<file path="src/rtl/nanorv32_lsu_if.sv">
// Core-side request/response and data-memory bus of the nanorv32 load/store unit.
// The LSU owns the slave modport; the core/memory side uses master.
interface nanorv32_lsu_if;
  logic        lsu_req;
  logic        lsu_we;
  logic [1:0]  lsu_size;
  logic        lsu_unsigned;
  logic [31:0] lsu_addr;
  logic [31:0] lsu_wdata;
  logic        lsu_busy;
  logic        lsu_done;
  logic [31:0] lsu_rdata;
  logic        lsu_misaligned;
  logic        lsu_timeout;
  logic        dmem_req;
  logic        dmem_we;
  logic [3:0]  dmem_be;
  logic [31:0] dmem_addr;
  logic [31:0] dmem_wdata;
  logic        dmem_ready;
  logic [31:0] dmem_rdata;

  modport slave (
    input  lsu_req, lsu_we, lsu_size, lsu_unsigned, lsu_addr, lsu_wdata,
    output lsu_busy, lsu_done, lsu_rdata, lsu_misaligned, lsu_timeout,
    output dmem_req, dmem_we, dmem_be, dmem_addr, dmem_wdata,
    input  dmem_ready, dmem_rdata
  );

  modport master (
    output lsu_req, lsu_we, lsu_size, lsu_unsigned, lsu_addr, lsu_wdata,
    input  lsu_busy, lsu_done, lsu_rdata, lsu_misaligned, lsu_timeout,
    input  dmem_req, dmem_we, dmem_be, dmem_addr, dmem_wdata,
    output dmem_ready, dmem_rdata
  );
endinterface

</file>
<file path="src/rtl/nanorv32_lsu.sv">
// nanorv32 load/store unit: one data-memory access per request with lane steering,
// load extension, misalignment rejection and an optional bus timeout.
module nanorv32_lsu #(
  parameter int NANORV32_LSU_TIMEOUT = 0,
  parameter int NANORV32_LSU_TMO_W   = 8
) (
  input  logic          clk,
  input  logic          rst,
  nanorv32_lsu_if.slave bus
);
  typedef enum logic [1:0] {IDLE, ACCESS, RESP} state_t;

  localparam logic [NANORV32_LSU_TMO_W-1:0] TMO_LIM =
    NANORV32_LSU_TMO_W'(NANORV32_LSU_TIMEOUT);
  localparam bit TMO_EN = (NANORV32_LSU_TIMEOUT != 0);

  state_t state_q, state_d;
  logic [NANORV32_LSU_TMO_W-1:0] cnt_q, cnt_d;
  logic [1:0]  size_q, size_d;
  logic [1:0]  alo_q, alo_d;
  logic        uns_q, uns_d;
  logic        busy_q, busy_d;
  logic        done_q, done_d;
  logic [31:0] rdata_q, rdata_d;
  logic        misal_q, misal_d;
  logic        tmo_q, tmo_d;
  logic        dreq_q, dreq_d;
  logic        dwe_q, dwe_d;
  logic [3:0]  dbe_q, dbe_d;
  logic [31:0] daddr_q, daddr_d;
  logic [31:0] dwdata_q, dwdata_d;

  logic        misaligned;
  logic [31:0] shifted;
  logic [31:0] load_ext;

  always_comb begin
    misaligned = (bus.lsu_size == 2'b11) ||
                 (bus.lsu_size == 2'b01 && bus.lsu_addr[0]) ||
                 (bus.lsu_size == 2'b10 && bus.lsu_addr[1:0] != 2'b00);
  end

  // Extraction uses the attributes latched at acceptance, not the live request.
  always_comb begin
    shifted = bus.dmem_rdata >> {alo_q, 3'b000};
    case (size_q)
      2'b00:   load_ext = uns_q ? {24'h0, shifted[7:0]}  : {{24{shifted[7]}}, shifted[7:0]};
      2'b01:   load_ext = uns_q ? {16'h0, shifted[15:0]} : {{16{shifted[15]}}, shifted[15:0]};
      default: load_ext = shifted;
    endcase
  end

  always_comb begin
    state_d  = state_q;
    cnt_d    = cnt_q;
    size_d   = size_q;
    alo_d    = alo_q;
    uns_d    = uns_q;
    busy_d   = busy_q;
    done_d   = 1'b0;
    rdata_d  = rdata_q;
    misal_d  = 1'b0;
    tmo_d    = 1'b0;
    dreq_d   = dreq_q;
    dwe_d    = dwe_q;
    dbe_d    = dbe_q;
    daddr_d  = daddr_q;
    dwdata_d = dwdata_q;
    case (state_q)
      IDLE: begin
        if (bus.lsu_req) begin
          if (misaligned) begin
            misal_d = 1'b1;
          end else begin
            size_d  = bus.lsu_size;
            alo_d   = bus.lsu_addr[1:0];
            uns_d   = bus.lsu_unsigned;
            dwe_d   = bus.lsu_we;
            daddr_d = {bus.lsu_addr[31:2], 2'b00};
            case (bus.lsu_size)
              2'b00: begin
                dbe_d    = 4'b0001 << bus.lsu_addr[1:0];
                dwdata_d = {4{bus.lsu_wdata[7:0]}};
              end
              2'b01: begin
                dbe_d    = 4'b0011 << bus.lsu_addr[1:0];
                dwdata_d = {2{bus.lsu_wdata[15:0]}};
              end
              default: begin
                dbe_d    = 4'b1111;
                dwdata_d = bus.lsu_wdata;
              end
            endcase
            dreq_d  = 1'b1;
            busy_d  = 1'b1;
            cnt_d   = '0;
            state_d = ACCESS;
          end
        end
      end
      ACCESS: begin
        // Completion takes priority over a timeout landing in the same cycle.
        if (bus.dmem_ready) begin
          dreq_d  = 1'b0;
          busy_d  = 1'b0;
          done_d  = 1'b1;
          cnt_d   = '0;
          state_d = RESP;
          if (!dwe_q) rdata_d = load_ext;
        end else if (TMO_EN && cnt_q == TMO_LIM) begin
          dreq_d  = 1'b0;
          busy_d  = 1'b0;
          tmo_d   = 1'b1;
          cnt_d   = '0;
          state_d = IDLE;
        end else if (TMO_EN) begin
          cnt_d = cnt_q + 1'b1;
        end
      end
      RESP: begin
        state_d = IDLE;
      end
      default: begin
        state_d = IDLE;
      end
    endcase
  end

  always_ff @(posedge clk or posedge rst) begin
    if (rst) begin
      state_q  <= IDLE;
      cnt_q    <= '0;
      size_q   <= 2'b00;
      alo_q    <= 2'b00;
      uns_q    <= 1'b0;
      busy_q   <= 1'b0;
      done_q   <= 1'b0;
      rdata_q  <= 32'h0;
      misal_q  <= 1'b0;
      tmo_q    <= 1'b0;
      dreq_q   <= 1'b0;
      dwe_q    <= 1'b0;
      dbe_q    <= 4'h0;
      daddr_q  <= 32'h0;
      dwdata_q <= 32'h0;
    end else begin
      state_q  <= state_d;
      cnt_q    <= cnt_d;
      size_q   <= size_d;
      alo_q    <= alo_d;
      uns_q    <= uns_d;
      busy_q   <= busy_d;
      done_q   <= done_d;
      rdata_q  <= rdata_d;
      misal_q  <= misal_d;
      tmo_q    <= tmo_d;
      dreq_q   <= dreq_d;
      dwe_q    <= dwe_d;
      dbe_q    <= dbe_d;
      daddr_q  <= daddr_d;
      dwdata_q <= dwdata_d;
    end
  end

  assign bus.lsu_busy       = busy_q;
  assign bus.lsu_done       = done_q;
  assign bus.lsu_rdata      = rdata_q;
  assign bus.lsu_misaligned = misal_q;
  assign bus.lsu_timeout    = tmo_q;
  assign bus.dmem_req       = dreq_q;
  assign bus.dmem_we        = dwe_q;
  assign bus.dmem_be        = dbe_q;
  assign bus.dmem_addr      = daddr_q;
  assign bus.dmem_wdata     = dwdata_q;
endmodule
</file>
<file path="src/flat_wrapper.sv">
// flat-port wrapper written by rule: the top's interface ports become plain ports
module nanorv32_lsu_flat 
#(
  parameter int NANORV32_LSU_TIMEOUT = 0,
  parameter int NANORV32_LSU_TMO_W   = 8
)
  (clk, rst, bus_lsu_req, bus_lsu_we, bus_lsu_size, bus_lsu_unsigned, bus_lsu_addr, bus_lsu_wdata, bus_lsu_busy, bus_lsu_done, bus_lsu_rdata, bus_lsu_misaligned, bus_lsu_timeout, bus_dmem_req, bus_dmem_we, bus_dmem_be, bus_dmem_addr, bus_dmem_wdata, bus_dmem_ready, bus_dmem_rdata);
  nanorv32_lsu_if bus_i ();
  input  logic clk;
  input  logic rst;
  input wire logic [$bits(bus_i.lsu_req)-1:0] bus_lsu_req;
  input wire logic [$bits(bus_i.lsu_we)-1:0] bus_lsu_we;
  input wire logic [$bits(bus_i.lsu_size)-1:0] bus_lsu_size;
  input wire logic [$bits(bus_i.lsu_unsigned)-1:0] bus_lsu_unsigned;
  input wire logic [$bits(bus_i.lsu_addr)-1:0] bus_lsu_addr;
  input wire logic [$bits(bus_i.lsu_wdata)-1:0] bus_lsu_wdata;
  output wire logic [$bits(bus_i.lsu_busy)-1:0] bus_lsu_busy;
  output wire logic [$bits(bus_i.lsu_done)-1:0] bus_lsu_done;
  output wire logic [$bits(bus_i.lsu_rdata)-1:0] bus_lsu_rdata;
  output wire logic [$bits(bus_i.lsu_misaligned)-1:0] bus_lsu_misaligned;
  output wire logic [$bits(bus_i.lsu_timeout)-1:0] bus_lsu_timeout;
  output wire logic [$bits(bus_i.dmem_req)-1:0] bus_dmem_req;
  output wire logic [$bits(bus_i.dmem_we)-1:0] bus_dmem_we;
  output wire logic [$bits(bus_i.dmem_be)-1:0] bus_dmem_be;
  output wire logic [$bits(bus_i.dmem_addr)-1:0] bus_dmem_addr;
  output wire logic [$bits(bus_i.dmem_wdata)-1:0] bus_dmem_wdata;
  input wire logic [$bits(bus_i.dmem_ready)-1:0] bus_dmem_ready;
  input wire logic [$bits(bus_i.dmem_rdata)-1:0] bus_dmem_rdata;
  assign bus_i.lsu_req = bus_lsu_req;
  assign bus_i.lsu_we = bus_lsu_we;
  assign bus_i.lsu_size = bus_lsu_size;
  assign bus_i.lsu_unsigned = bus_lsu_unsigned;
  assign bus_i.lsu_addr = bus_lsu_addr;
  assign bus_i.lsu_wdata = bus_lsu_wdata;
  assign bus_lsu_busy = bus_i.lsu_busy;
  assign bus_lsu_done = bus_i.lsu_done;
  assign bus_lsu_rdata = bus_i.lsu_rdata;
  assign bus_lsu_misaligned = bus_i.lsu_misaligned;
  assign bus_lsu_timeout = bus_i.lsu_timeout;
  assign bus_dmem_req = bus_i.dmem_req;
  assign bus_dmem_we = bus_i.dmem_we;
  assign bus_dmem_be = bus_i.dmem_be;
  assign bus_dmem_addr = bus_i.dmem_addr;
  assign bus_dmem_wdata = bus_i.dmem_wdata;
  assign bus_i.dmem_ready = bus_dmem_ready;
  assign bus_i.dmem_rdata = bus_dmem_rdata;
  nanorv32_lsu #(.NANORV32_LSU_TIMEOUT(NANORV32_LSU_TIMEOUT), .NANORV32_LSU_TMO_W(NANORV32_LSU_TMO_W)) u_core (.clk(clk), .rst(rst), .bus(bus_i));
endmodule
</file>
<file path="config.mk">
export PLATFORM = sky130hd
export DESIGN_NAME = nanorv32_lsu_flat
export DESIGN_NICKNAME = d
export VERILOG_FILES = /design/src/rtl/nanorv32_lsu_if.sv /design/src/rtl/nanorv32_lsu.sv /design/src/flat_wrapper.sv
export SDC_FILE = /design/constraint.sdc
export NUM_CORES = 1
export LEC_CHECK = 0
export ABC_AREA = 1
export BUFFER_PORTS_ARGS = -buffer_cell sky130_fd_sc_hd__buf_4
export CORE_MARGIN = 1
export CORE_UTILIZATION = 45
export DETAILED_ROUTE_END_ITERATION = 6
export PLACE_DENSITY = 0.73
export SLEW_MARGIN = 20
export SYNTH_ARGS = -nofsm -noshare
export SYNTH_HDL_FRONTEND = slang
export SYNTH_SLANG_ARGS = --single-unit
</file>
<file path="constraint.sdc">
create_clock -name clk -period 4 [get_ports clk]
set_input_delay 0.6 -clock clk [delete_from_list [all_inputs] [get_ports clk]]
set_output_delay 0.6 -clock clk [all_outputs]
set_load 0.03 [all_outputs]
</file>
==> key figures <==
Run status
  • Status: completed

Floorplan
  • Placeable Area: 11,400 um^2
  • Effective utilization at floorplan: 46.3%
  • Ports: 210
  • FP Rows: 39
  • Die ar.: 12,200 um^2
  • Die height: 110 um
  • Die Wd: 110 um

Final layout
  • Area Growth Syn to Fin: 35.2%
  • Nets@finish: 994
  • Share of layout cells above drive strength 1: 29.3%
  • Final std cell area, no fill: 7140 um^2
  • Fill count: 1,057
  • Ant diodes: 0

Timing
  • Final worst path period need: 2.60 ns
  • Slew Limit Fails: 0
  • TNS Setup: 0 ns
  • Tcrit/Tclk final: 65.1%
  • Least-Margin Pin Slew: 1.01 ns
  • Relative slew slack: 32.4%
  • Clk_skew: 0.00707 ns
  • Worst hold margin: 0.372 ns
  • Fmax: 0.384 GHz
  • Final setup viols: 0
  • Hold Fails Final Rpt: 0
  • RSZ-0062 raised after global routing: no
  • Worst setup margin: 1.40 ns

Global routing
  • Tot GR Track Use: 24.9%
  • Largest net degree at the start of global routing: 60
  • Vias in the first global route: 4,923
  • Grt met1 use: 30.8%
  • GR Overflow Total: 0
  • GR Layer Usage met2: 42.4%
  • Initial antenna violation count: 0
  • Grt peak-use layer: met2
  • First-pass GRT wire length: 23,200 um
  • M3 GR Usage: 5.41%

Synthesis
  • Syn_area_per_cell: 7.47 um^2
  • Cell Area, Synth: 5280 um^2
  • Dominant cells by area after synthesis: dfrtp_1, nand2_1, nand3_1
  • Asr flop ratio synth: 100%
  • Main synth FF type: dfrtp_1
  • Yosys Warn Count: 0
  • Top-area cell type share of the netlist area: 51.6%
  • Synth cell types: 20
  • Top cells by count, synth: nand2_1, dfrtp_1, nand3_1
  • Post-synth top area cell: dfrtp_1
  • Register area share after synthesis: 51.6%
  • Mapped Cells: 707
  • #FFs+latches synth: 109
  • Most frequent cell after synthesis: nand2_1
  • EDFF count, synth: 0

CTS
  • CTS root buffer: clkbuf_16
  • Clock Sinks: 109
  • Clock Latency Late Sink: 0.35 ns
  • CTS Hold Bufs: 0
  • CTS H-tree depth: 3
  • Max Buffers Root-to-Sink: 2
  • Setup Fix Bufs, Post-CTS: 0
  • Total CTS buffers: 9
  • Worst-path clk slew: 0.07 ns
  • CTS resizes: 0
  • CTS tree: yes

Worst setup path
  • RR Startpoint: u_core.alo_q[0]$_DFFE_PP0P_
  • R2R Path End: u_core.bus.lsu_rdata[11]$_DFFE_PP0P_
  • Setup crit end kind: flop
  • Crit path capture: u_core.bus.lsu_rdata[11]$_DFFE_PP0P_
  • Critical path origin: u_core.alo_q[0]$_DFFE_PP0P_
  • Worst-path maximum fanout: 33
  • Critical Path AT: 2.89 ns
  • Critical Path RT: 4.29 ns
  • Setup CP Type: flop to flop
  • CP max stage cell: inv_1
  • Reg2reg path depth: 7
  • Slowest Stage Delay on Critical Path: 0.81 ns
  • Reg2reg setup slack: 1.40 ns
  • Cells along the critical path: inv_1 > nand2_1 > nand3_1 > nand3_2 > nand3_1 > nand2_1 > inv_1
  • Crit path launch type: flop

Pwr
  • Max rail drop VDD: 0.000412 V
  • Leak Pwr: 0.00404 uW
  • Tot Pwr: 5080 uW
  • Pwr dens: 712 nW/um^2

Hold path
  • Hold Crit Class: input pin to async pin

Placed design
  • Post-DP Area: 6840 um^2
  • Place WS: 1.47 ns
  • Routability-driven placement congestion ratio: 0.984
  • HPWL after DPL: 11,000 um
  • Port Buffers: 206

Routing
  • Final wirelength: 15,000 um
  • Drc violations: 0
  • Avg WL per Cell: 14.5 um
  • Via count: 5,176
  • Initial DRC Count: 340
  • Vias per cell: 4.99
  • Pre-antenna DRT Iters: 5
  • Number of routed nets with antenna violations: 0

Flow run
  • Max cap viols: 0
## cells in the final DEF, fill, tap and decap left out, types with 6 or more instances in the layout
cell	instances
nand2_1	338
inv_2	6
nand3_1	52
buf_4	212
nor2_1	24
dfrtp_1	109
inv_1	39
or2_2	23
clkbuf_16	9
o21ai_0	41
o211ai_1	7
a21oi_1	18
## routing by layer
layer  vias to the layer above  part of all wire (%)
met5                         -                     0
li1                       2545                     -
met2                       222                    49
met4                         0                   2.1
met1                      2385                    41
met3                        24                   8.4
## state kept, by name (all words and copies together) (netlist names)
register                   flops
u_core.size_q                  2
u_core.bus.dmem_be             4
u_core.bus.lsu_misaligned      1
u_core.bus.dmem_wdata         32
u_core.bus.dmem_req            1
u_core.bus.lsu_rdata          32
u_core.alo_q                   2
u_core.bus.dmem_addr          30
u_core.state_q                 2
u_core.bus.lsu_done            1
u_core.bus.dmem_we             1
u_core.uns_q                   1
## cell type report
class	count	area, um^2	share of cell area, %
inverters	46	175	2.45
multi-input cells	512	2170	30.4
well taps	143	179	2.50
clock buffers	10	239	3.35
clock inverters	6	61.3	0.858
repair buffers	212	1590	22.3
flip-flops and latches	109	2730	38.2
## worst min path at each step
stage / to
floorplan: u_core.uns_q$_DFFE_PP0P_
global placement: u_core.bus.dmem_addr[19]$_DFFE_PP0P_
detailed placement: u_core.bus.dmem_addr[20]$_DFFE_PP0P_
CTS: u_core.bus.lsu_rdata[30]$_DFFE_PP0P_
global route: u_core.bus.lsu_rdata[30]$_DFFE_PP0P_
finish: u_core.bus.lsu_rdata[18]$_DFFE_PP0P_
## power by group
group	internal (uW)	total, uW	switching, uW
registers	1500	1760	267
clock network	502	908	406
logic	875	2410	1540
## through the flow
stage / instances / util (%)
detailed placement: 1022 / 59.9
global route: 1038 / 62.6
floorplan: 709 / -
global placement: 1022 / 59.9
finish: 1038 / 62.6
CTS: 1038 / 62.6
## worst max-delay path, delay by kind of cell (launching register included)
kind	cells	cell delay [ns]
AND/OR/NAND/NOR	5	1.03
buffers and inverters	2	0.86
flip-flops	1	0.65
## logic make-up (layout without fill, tap and decap cells)
| family | Yosys count | after routing | synth area share [%] |
|---|---|---|---|
| and+or+nand+nor | 442 | 442 | 34.2 |
| DFF | 109 | 109 | 51.6 |
| buffers and inverters | 88 | 274 | 7.46 |
| AOI/OAI and AO/OA | 67 | 67 | 6.68 |
| other | 1 | 3 | 0.0710 |
Power figures use the tool's default switching activity.
